`config.mk`:
```
export PLATFORM = sky130hd
export DESIGN_NAME = axi_burst_wr_ctrl
export DESIGN_NICKNAME = d
export VERILOG_FILES = /design/src/rtl/axi_burst_wr_ctrl.sv
export SDC_FILE = /design/constraint.sdc
export NUM_CORES = 1
export LEC_CHECK = 0
export ABC_AREA = 1
export BUFFER_PORTS_ARGS = -buffer_cell sky130_fd_sc_hd__buf_2
export CELL_PAD_IN_SITES_DETAIL_PLACEMENT = 0
export CELL_PAD_IN_SITES_GLOBAL_PLACEMENT = 1
export CORE_AREA = 2 2 241 243
export CTS_CLUSTER_DIAMETER = 200
export DETAILED_ROUTE_END_ITERATION = 16
export DIE_AREA = 0 0 243 245
export PLACE_DENSITY_LB_ADDON = 0.1
export SLEW_MARGIN = 15
export SYNTH_ARGS = -nofsm -noshare
export SYNTH_HDL_FRONTEND = slang
export SYNTH_SLANG_ARGS = --single-unit
```
`constraint.sdc`:
```
create_clock -name clk_100M -period 1.4 [get_ports clk_100M]
set_input_delay 0.14 -clock clk_100M [delete_from_list [all_inputs] [get_ports clk_100M]]
set_output_delay 0.14 -clock clk_100M [all_outputs]
set_load 0.02 [all_outputs]
```
`src/rtl/axi_burst_wr_ctrl.sv`:
```
// AXI burst write controller: turns a single-cycle user request into one
// AXI address handshake followed by len+1 data beats, then a done pulse.
//
// Ports:
//   clk_100M, rstn           clock and synchronous active-low reset
//   init_done                DDR init complete; requests are ignored while low
//   wr_req/wr_addr/wr_len    request pulse with burst start address and beats-1
//   wr_data/wr_data_req      first-word-fall-through user beat / beat consumed
//   wr_busy/wr_done/wr_err   status: busy, completion pulse, timeout pulse
//   axi_aw*                  AXI write address channel
//   axi_w*, axi_wusero_last  AXI write data channel
//
// Optional feature: define AXI_WR_TIMEOUT_EN to abort a burst that waits
// TIMEOUT cycles on a ready without a handshake (wr_err pulse, no wr_done).
module axi_burst_wr_ctrl #(
   parameter int ADDR_W  = 28,
   parameter int DATA_W  = 256,
   parameter int LEN_W   = 4,
   parameter int TIMEOUT = 1023
) (
   input  logic                clk_100M,
   input  logic                rstn,
   input  logic                init_done,
   input  logic                wr_req,
   input  logic [ADDR_W-1:0]   wr_addr,
   input  logic [LEN_W-1:0]    wr_len,
   input  logic [DATA_W-1:0]   wr_data,
   output logic                wr_data_req,
   output logic                wr_busy,
   output logic                wr_done,
   output logic                wr_err,
   output logic [ADDR_W-1:0]   axi_awaddr,
   output logic [LEN_W-1:0]    axi_awlen,
   output logic                axi_awvalid,
   input  logic                axi_awready,
   output logic [DATA_W-1:0]   axi_wdata,
   output logic [DATA_W/8-1:0] axi_wstrb,
   input  logic                axi_wready,
   output logic                axi_wusero_last
);

   if ((DATA_W % 8) != 0 || TIMEOUT < 1) begin : g_bad_param
      $error("axi_burst_wr_ctrl: DATA_W must be a multiple of 8, TIMEOUT >= 1");
   end

   typedef enum logic [1:0] {
      S_IDLE,
      S_ADDR,
      S_DATA,
      S_DONE
   } state_t;

   state_t              r_state;
   logic [ADDR_W-1:0]   r_addr;
   logic [LEN_W-1:0]    r_len;
   logic [LEN_W-1:0]    r_cnt;
   logic                r_awvalid;
   logic                r_busy;
   logic                r_done;
   logic                r_err;

   logic w_in_data;
   logic w_aw_hs;
   logic w_beat;
   logic w_last;
   logic w_tmo_hit;

   assign w_in_data = (r_state == S_DATA);
   assign w_aw_hs   = (r_state == S_ADDR) & axi_awready;
   assign w_beat    = w_in_data & axi_wready;
   assign w_last    = w_in_data & (r_cnt == r_len);

`ifdef AXI_WR_TIMEOUT_EN
   localparam int TW = $clog2(TIMEOUT + 1);

   logic [TW-1:0] r_tmo;

   assign w_tmo_hit = ((r_state == S_ADDR) | w_in_data) &
                      ~(w_aw_hs | w_beat) &
                      (r_tmo == TW'(TIMEOUT - 1));

   // Restarts from zero whenever a wait begins: on entry to ADDR (held at
   // zero in IDLE), on entry to DATA (the address handshake) and per beat.
   always_ff @(posedge clk_100M) begin
      if (!rstn) begin
         r_tmo <= '0;
      end else if (!((r_state == S_ADDR) | w_in_data) | w_aw_hs | w_beat) begin
         r_tmo <= '0;
      end else begin
         r_tmo <= r_tmo + 1'b1;
      end
   end
`else
   assign w_tmo_hit = 1'b0;
`endif

   always_ff @(posedge clk_100M) begin
      if (!rstn) begin
         r_state   <= S_IDLE;
         r_addr    <= '0;
         r_len     <= '0;
         r_cnt     <= '0;
         r_awvalid <= 1'b0;
         r_busy    <= 1'b0;
         r_done    <= 1'b0;
         r_err     <= 1'b0;
      end else begin
         r_done <= 1'b0;
         r_err  <= 1'b0;
         unique case (r_state)
            S_IDLE: begin
               if (wr_req && init_done) begin
                  r_addr    <= wr_addr;
                  r_len     <= wr_len;
                  r_awvalid <= 1'b1;
                  r_busy    <= 1'b1;
                  r_state   <= S_ADDR;
               end
            end
            S_ADDR: begin
               if (axi_awready) begin
                  r_awvalid <= 1'b0;
                  r_cnt     <= '0;
                  r_state   <= S_DATA;
               end else if (w_tmo_hit) begin
                  r_awvalid <= 1'b0;
                  r_busy    <= 1'b0;
                  r_err     <= 1'b1;
                  r_state   <= S_IDLE;
               end
            end
            S_DATA: begin
               if (axi_wready) begin
                  if (w_last) begin
                     r_done  <= 1'b1;
                     r_state <= S_DONE;
                  end else begin
                     r_cnt <= r_cnt + 1'b1;
                  end
               end else if (w_tmo_hit) begin
                  r_busy  <= 1'b0;
                  r_err   <= 1'b1;
                  r_state <= S_IDLE;
               end
            end
            S_DONE: begin
               r_busy  <= 1'b0;
               r_state <= S_IDLE;
            end
            default: r_state <= S_IDLE;
         endcase
      end
   end

   assign wr_data_req     = w_beat;
   assign wr_busy         = r_busy;
   assign wr_done         = r_done;
   assign wr_err          = r_err;
   assign axi_awaddr      = r_addr;
   assign axi_awlen       = r_len;
   assign axi_awvalid     = r_awvalid;
   assign axi_wdata       = wr_data;
   assign axi_wstrb       = '1;
   assign axi_wusero_last = w_last;

endmodule

```
==> results of run 1 <==
## Yosys cell counts (all sizes together)
cell	n	area, sq um
nand3	4	30.0
dfxtp	41	821
nand2	30	125
nor2	11	58.8
clkbuf	9	33.8
nand4	3	18.8
buf	290	2180
ha	6	75.1
xor2	1	8.76
o31ai	1	7.51
inv	44	165
conb	2	7.51
nor3	1	5.00
nand3b	1	7.51
o21ai	34	170
a21oi	40	200
## routing by layer
layer | part of all wire [%] | wire length [microns] | vias to the layer above
met5 | 0.35 | 52 | -
met3 | 14 | 2090 | 127
li1 | - | - | 985
met4 | 8.7 | 1300 | 4
met1 | 31 | 4590 | 1021
met2 | 46 | 6930 | 258
## worst max-delay path: stages (launching register included)
cell,delay [ns]
dfxtp_2,0.33
buf_6,0.12
ha_4,0.17
buf_12,0.13
nand3_4,0.06
inv_2,0.04
buf_6,0.12
## timing repair
action,CTS,global route
cloned,2,1
resized for setup,47,81
setup buffers,7,10
endpoints found under the setup margin,12,39
hold buffers,0,0
hold endpoints to repair,0,0
pin swaps,6,24
## kinds of logic (layout without fill, tap and decap cells)
group | count (synthesis) | in the layout | share of synthesized area (%)
other | 2 | 33 | 0.192
buffers and inverters | 343 | 168 | 60.8
DFF | 41 | 41 | 21.0
adders and majority gates | 6 | 6 | 1.92
xor gates and xnor gates | 1 | 1 | 0.224
and+or+nand+nor | 50 | 50 | 6.26
AOI/OAI and AO/OA | 75 | 75 | 9.65
## power groups by stage
stage	Sequential [mW]	Clock (mW)	Combinational, mW
final	1.53	1.28	2.83
after floorplan	1.74	0	2.02
after detailed placement	1.55	0	1.95
after global placement	1.56	0	1.99
after global routing	1.57	1.44	3.11
after CTS	1.53	1.43	2.42
## sequential cells by signal, indices dropped and copies added, names as in the netlist
name         flops
axi_awaddr      28
axi_awlen        4
axi_awvalid      1
r_cnt            4
r_state          2
wr_busy          1
wr_done          1
## stage by stage
step	cells	util (%)	total power, mW	hold slack [ns]	worst slack, ns
floorplan	549	-	3.76	0.278	0.0740
global placement	1111	5.87	3.54	0.280	-0.116
detailed placement	1111	5.87	3.50	0.280	-0.0968
CTS	1128	6.54	5.38	0.0597	-0.0806
global route	1139	7.09	6.12	0.0657	-0.113
finish	1139	7.09	5.64	0.0791	-0.0195
## path summary, 6_finish.rpt
path | depth (start not counted) | start | end | slack, ns
max reg2reg | 9 | r_state[1] | r_cnt[0] | 0.01
min | 3 | wr_addr[27] | axi_awaddr[27] | 0.08
max | 6 | r_state[1] | axi_wusero_last | -0.02
min reg2reg | 2 | axi_awaddr[11] | axi_awaddr[11] | 0.45
## layout by cell type, fill, tap and decap left out, drive strengths merged
cell type	count
buf	115
nor3	1
nor2	11
nand4	3
nand3	4
o31ai	1
nand3b	1
o21ai	34
clkinv	2
nand2	30
inv	44
clkbuf	7
dfxtp	41
xor2	1
a21oi	40
ha	6
conb	33
## layout make-up
type	count	share of cell area [%]
clock buffers	6	3.19
clock inverters	2	0.248
inverters	44	4.27
multi-input cells	165	26.4
flip-flops and latches	41	20.7
well taps	765	23.7
repair buffers	116	21.5
==> metrics.txt, run 1 <==
CTS tree built; Setup CP Type reg2out; Final Critical Period 1.42 ns; Final Max Slew Viols 0; vias 2395; Port Buf Inserts 74; PwrDens 1390 nW/um^2; H-tree depth 2; largest net degree at the start of global routing 37; # Max-Cap Violations 0; GRT Total Usage 4.78%; vias per cell 2.10; CP Capture Type primary output; clk buf depth 2; grt ovf 0; Yosys reg bits 41; Initial Utilization 6.86%; routed wire length 15.0 mm; share of cells above drive strength 1 52.4%; RePlAce Congestion 0.655; fmax 704 MHz; clock skew 0.00665 ns; failing checks setup timing; die height 245 microns; DRT Pass-1 Iters 4; Die W 243 microns; Core Region 57000 sq um; area of the die 59500 sq um; vias in the first global route 2465; CP max FO 4; root buffer cell clkbuf_16; row cnt 88; Reg area 838 sq um; status complete, but fails checks; io pins 620; Ys Warns 0; setup tns final -0.0195 ns; Logic pwr share 50.2%; clk_lat worst skew 0.32 ns; multi-input logic area 1070 sq um; final setup margin -0.0195 ns; met1 Track Usage GR 3.91%; global routing usage on met3 3.44%; Design Area, Final 4040 sq um; Avg WL per Cell 13.1 microns; final hold violation count 0; Synth-to-Final Area Change 3.23%; sw power 2.32 mW; Avg Cell Area, Syn 7.56 sq um; nets 673; Worst EP arrival 1.28 ns; clock sinks 41; Worst VDD drop 0.000367 V; Sequential Power Share 27.2%; Synth Instances 518; initial DRC count 49; DPL Wire Length 11.0 mm; WP data required 1.26 ns; type of the tightest min-delay check in2reg; initial antenna violation count 2; fill count 6831; Clk network pwr share 22.6%; placed cell area 3350 sq um; Final period util 101%; met2 global-route usage 7.38%; Diodes inserted 0; sequential fraction of the synthesis area 21.0%; P_int 3.31 mW; RSZ-0062 raised after global routing true; Yosys cell types 23; first-pass GRT wire length 19.3 mm; DRC viols 0; Worst-path clk slew 0.07 ns; static leakage 1.53 nW; final setup fails 1; CP startpoint kind flop; switching share of total power 41.2%; grt peak-use layer met2; post-synthesis cell area 3920 sq um; Routed Antenna Nets 0; TritonCTS buffer count 5
(Power assumes the default switching activity.)
==> run 2, diff against run 1 <==
==> constraint.sdc (replaced) <==
create_clock -name clk_100M -period 1.4 [get_ports clk_100M]
set_input_delay 0.28 -clock clk_100M [delete_from_list [all_inputs] [get_ports clk_100M]]
set_output_delay 0.28 -clock clk_100M [all_outputs]
set_load 0.02 [all_outputs]
==> run 2 against run 1 <==
The flow still finishes with violations (setup timing). Critical path depth rose by 1. Via count rose by 2.8%. Count of clock-buffer cells in the layout did not move. Design area rose by 2.4%. Non-clock buffer count rose by 7. Worst hold slack improved by 0.15 ns. Total power rose by 0.89%. Die area did not move. Largest cell class unchanged. Largest power group unchanged.
==> metrics.txt, run 2 (synthesis results as in run 1) <==
status complete, but fails checks; failing checks setup timing; CTS Hold Buffers Added 0; Synth-to-Final Area Change 5.75%; initial antenna violation count 2; area of the die 59500 sq um; Sequential Power Share 27.0%; Core Region 57000 sq um; H-tree depth 2; CTS tree built; largest net degree at the start of global routing 28; CP max FO 3; worst r2r src r_state[1]; Routed Antenna Nets 0; Critical Path, Cell by Cell inv_2, nand2_2, nand2_2, nor2_4, nand3_4, inv_2, buf_6; grt ovf 0; RSZ-0062 raised after global routing true; Final Util 7.26%; TritonCTS buffer count 5; type of the tightest min-delay check in2reg; Logic pwr share 50.4%; clk_lat worst skew 0.32 ns; first-pass GRT wire length 19.8 mm; Worst Hold End axi_awaddr[10]; Initial Utilization 6.86%; io pins 620; P_int 3.32 mW; WP data required 1.12 ns; Diodes inserted 0; Worst VDD drop 0.000410 V; Final Max Slew Viols 0; number of cells on the worst hold path 3; Design Area, Final 4140 sq um; most common cell after layout, fill and taps aside buf_2; Final Critical Period 1.54 ns; # Max-Cap Violations 0; Largest register FFs 28; Worst-path clk slew 0.07 ns; final hold violation count 0; vias 2462; fill count 6812; initial DRC count 43; sw power 2.37 mW; final setup fails 9; clock skew 0.00873 ns; share of cells above drive strength 1 55.1%; Avg WL per Cell 13.3 microns; DRC viols 0; CP Capture Type primary output; PwrDens 1370 nW/um^2; vias per cell 2.15; commonest cells after routing, fill and taps aside 70 x buf_2, 33 x inv_1, 33 x conb_1, 33 x buf_4, 31 x dfxtp_1; nets 680; hold path startpoint wr_addr[10]; die height 245 microns; Die W 243 microns; clock sinks 41; CP startpoint kind flop; Final period util 110%; clk buf depth 2; total power 5.69 mW; routed wire length 15.2 mm; slowest CP cell dfxtp_4; GRT Total Usage 4.88%; Worst R2R Path Depth 9; final setup margin -0.137 ns; Clk network pwr share 22.6%; reg-to-reg setup timing slack -0.03 ns; RePlAce Congestion 0.644; switching share of total power 41.7%; Worst EP arrival 1.26 ns; DRT Pass-1 Iters 4; DPL Wire Length 10.9 mm; row cnt 88; Setup CP Type reg2out; CP peak stage delay 0.38 ns; root buffer cell clkbuf_16; static leakage 1.57 nW; fmax 651 MHz; worst reg2reg path endpoint r_cnt[0]; placed cell area 3410 sq um; Port Buf Inserts 74; vias in the first global route 2589
==> run 2: power groups by stage <==
stage	clock (mW)	sequential [mW]	combinational (mW)
3_3_place_gp	0	1.55	2.03
5_1_grt	1.45	1.57	3.14
4_1_cts	1.46	1.54	2.60
6_report	1.28	1.53	2.87
3_5_place_dp	0	1.55	1.99
2_1_floorplan	0	1.74	2.02
==> run 2: worst max-delay path by stage <==
stage,start,end,slack (ns),cells after the start
final,r_cnt[1],axi_wusero_last,-0.14,7
after global routing,r_cnt[1],axi_wusero_last,-0.24,7
after CTS,r_cnt[2],axi_wusero_last,-0.20,7
after detailed placement,r_state[1],r_cnt[0],-0.20,8
after global placement,r_state[1],r_cnt[0],-0.21,7
after floorplan,r_state[0],r_cnt[2],0.07,9
==> run 2: layer usage <==
layer	part of all wire, %	up-vias	GRT usage [%]
met5	0.62	-	1.06
met3	13	134	3.32
met2	46	253	7.48
met4	8.5	6	4.80
li1	-	1001	-
met1	31	1068	4.12
==> run 2: layout make-up <==
type                       instances  area [sq um]  area share [%]
clock inverter                     2          10.0           0.242
sequential                        41           846            20.4
multi-input combinational        165          1100            26.7
timing repair buffer             123           925            22.3
tap                              765           957            23.1
inverter                          44           170            4.11
clock buffer                       6           129            3.11
==> run 2: through the flow <==
stage	TNS, ns	std cells	worst slack [ns]	hold slack, ns
CTS	-0.811	1140	-0.205	0.192
detailed placement	-1.16	1120	-0.204	0.437
floorplan	0	549	0.0740	0.418
global route	-2.71	1146	-0.236	0.214
global placement	-1.29	1120	-0.208	0.432
finish	-0.326	1146	-0.137	0.228
==> run 2: critical path: cells and delay by family, from the launching register on <==
| kind | cells | cell delay, ns |
|---|---|---|
| flip-flops | 1 | 0.38 |
| AND/OR/NAND/NOR | 4 | 0.35 |
| buffers and inverters | 3 | 0.21 |
==> run 2: repair_timing <==
item	CTS	global route
pin swaps	11	26
cloned	3	1
hold endpoints to repair	0	0
resized for setup	65	70
buffers inserted	9	5
endpoints found under the setup margin	13	37
==> run 3, diff against run 2 <==
CAP_MARGIN = 5   (was not set)
REMOVE_ABC_BUFFERS = 1   (was not set)
==> run 3 against run 2 <==
The run still ends with setup timing left. Total power rose by 22%. Clock skew rose by 0.0093 ns. Combinational power rose by 34%. Critical path depth did not move. Register-to-register slack got worse by 0.06 ns. Die area did not move. Sequential power barely moved. Highest routed layer unchanged.
==> metrics.txt, run 3 (synthesis results as in run 1) <==
WP data required 1.12 ns; CP max FO 3; # Max-Cap Violations 0; root buffer cell clkbuf_16; vias per cell 2.83; RSZ-0062 raised after global routing true; DRC viols 0; first-pass GRT wire length 96.0 mm; setup tns final -1.77 ns; Design Area, Final 4560 sq um; final setup fails 30; Core Region 57000 sq um; vias in the first global route 3005; PwrDens 1530 nW/um^2; commonest cells after routing, fill and taps aside 71 x buf_2, 38 x inv_1, 33 x conb_1, 31 x dfxtp_1, 30 x buf_4; hold path startpoint wr_addr[27]; Synth-to-Final Area Change 16.4%; placed cell area 3520 sq um; fill count 6782; DP Cell Count 1132; grt ovf 0; Final Max Slew Viols 0; H-tree depth 2; CTS tree built; DRT Pass-1 Iters 4; largest net degree at the start of global routing 26; clock sinks 41; number of cells on the worst hold path 3; share of cells above drive strength 1 61.3%; final hold violation count 0; nets 690; vias 3272; GRT Total Usage 29.0%; Largest register FFs 28; CP Capture Type primary output; io pins 620; clk buf depth 2; Routed Antenna Nets 0; Worst-path clk slew 0.08 ns; DPL Wire Length 83.8 mm; Worst VDD drop 0.000423 V; Worst EP arrival 1.39 ns; fmax 599 MHz; Fin Hold WS 0.206 ns; die height 245 microns; Worst Hold End axi_awaddr[27]; row cnt 88; static leakage 1.72 nW; Place WS -0.282 ns; status complete, but fails checks; Final period util 119%; area of the die 59500 sq um; clk_lat worst skew 0.34 ns; Post-Layout Cell Count 1156; Initial Utilization 6.86%; final setup margin -0.271 ns; Die W 243 microns; initial DRC count 315; Setup CP Type reg2out; Worst R2R Path Depth 9; Avg WL per Cell 76.3 microns; worst r2r src r_state[0]; failing checks setup timing; RePlAce Congestion 1.27; routed wire length 88.3 mm; worst reg2reg path endpoint axi_awaddr[13]; most common cell after layout, fill and taps aside buf_2; Port Buf Inserts 74; type of the tightest min-delay check in2reg; reg-to-reg setup timing slack -0.09 ns; total power 6.95 mW; TritonCTS buffer count 5; Final Util 7.99%; Final Critical Period 1.67 ns; clock skew 0.0180 ns; CP startpoint kind flop; initial antenna violation count 2
[run 3: changes by cell type in the layout (fill, tap and decap cells not counted), moves of 3 or more]
| cell | before | now |
|---|---|---|
| nand2_8 | 0 | 3 |
| inv_1 | 33 | 38 |
| buf_4 | 33 | 30 |
| o21ai_4 | 4 | 10 |
| o21ai_2 | 11 | 22 |
| o21ai_1 | 9 | 2 |
| nand2_2 | 10 | 7 |
| inv_2 | 9 | 3 |
| buf_12 | 4 | 9 |
| buf_6 | 11 | 15 |
| o21ai_0 | 10 | 0 |
[run 3: metal layers]
metal,GRT usage [%],vias to the layer above,share of wire (%)
met5,11.0,-,0.91
met4,15.2,26,7.4
met3,45.7,92,33
met2,52.1,804,50
met1,7.08,1328,9.0
li1,-,1022,-
[run 3: how the worst max path moves through the flow]
stage	from	end	slack, ns	depth (start not counted)
floorplan	r_state[0]	axi_awaddr[0]	-0.31	5
global placement	r_state[0]	axi_awaddr[20]	-0.36	7
detailed placement	r_state[0]	axi_awaddr[20]	-0.28	7
CTS	r_cnt[3]	axi_wusero_last	-0.32	7
global route	r_cnt[3]	axi_wusero_last	-0.35	7
finish	r_cnt[3]	axi_wusero_last	-0.27	7
[run 3: cell type report]
class	count	area, sq um	area share [%]
clock buffers	5	125	2.75
diodes	1	2.50	0.0549
repair buffers	133	1110	24.4
flip-flops and latches	41	843	18.5
clock inverters	2	35.0	0.769
inverters	44	173	3.79
well taps	765	957	21.0
multi-input cells	165	1310	28.7
[run 3: what timing repair did]
action / 4_1_cts / 5_1_grt
setup buffers: 11 / 8
gates cloned: 7 / 0
hold buffers: 0 / 0
resized for setup: 144 / 58
endpoints found under the hold margin: 0 / 0
setup endpoints to repair: 41 / 42
pin swaps: 17 / 27
[run 3: critical path, cell delays in order, from the launching register on]
cell and delay [ns]:
dfxtp_4 0.38, inv_1 0.07, nand2_1 0.07, nand2_2 0.07, nor2_4 0.17, nand3_2 0.10
inv_2 0.08, buf_6 0.11
[run 3: power breakdown]
| group | switching [mW] | internal, mW |
|---|---|---|
| clock | 0.712 | 0.836 |
| combinational | 2.08 | 1.77 |
| sequential | 0.160 | 1.39 |
| total | 2.95 | 4.00 |
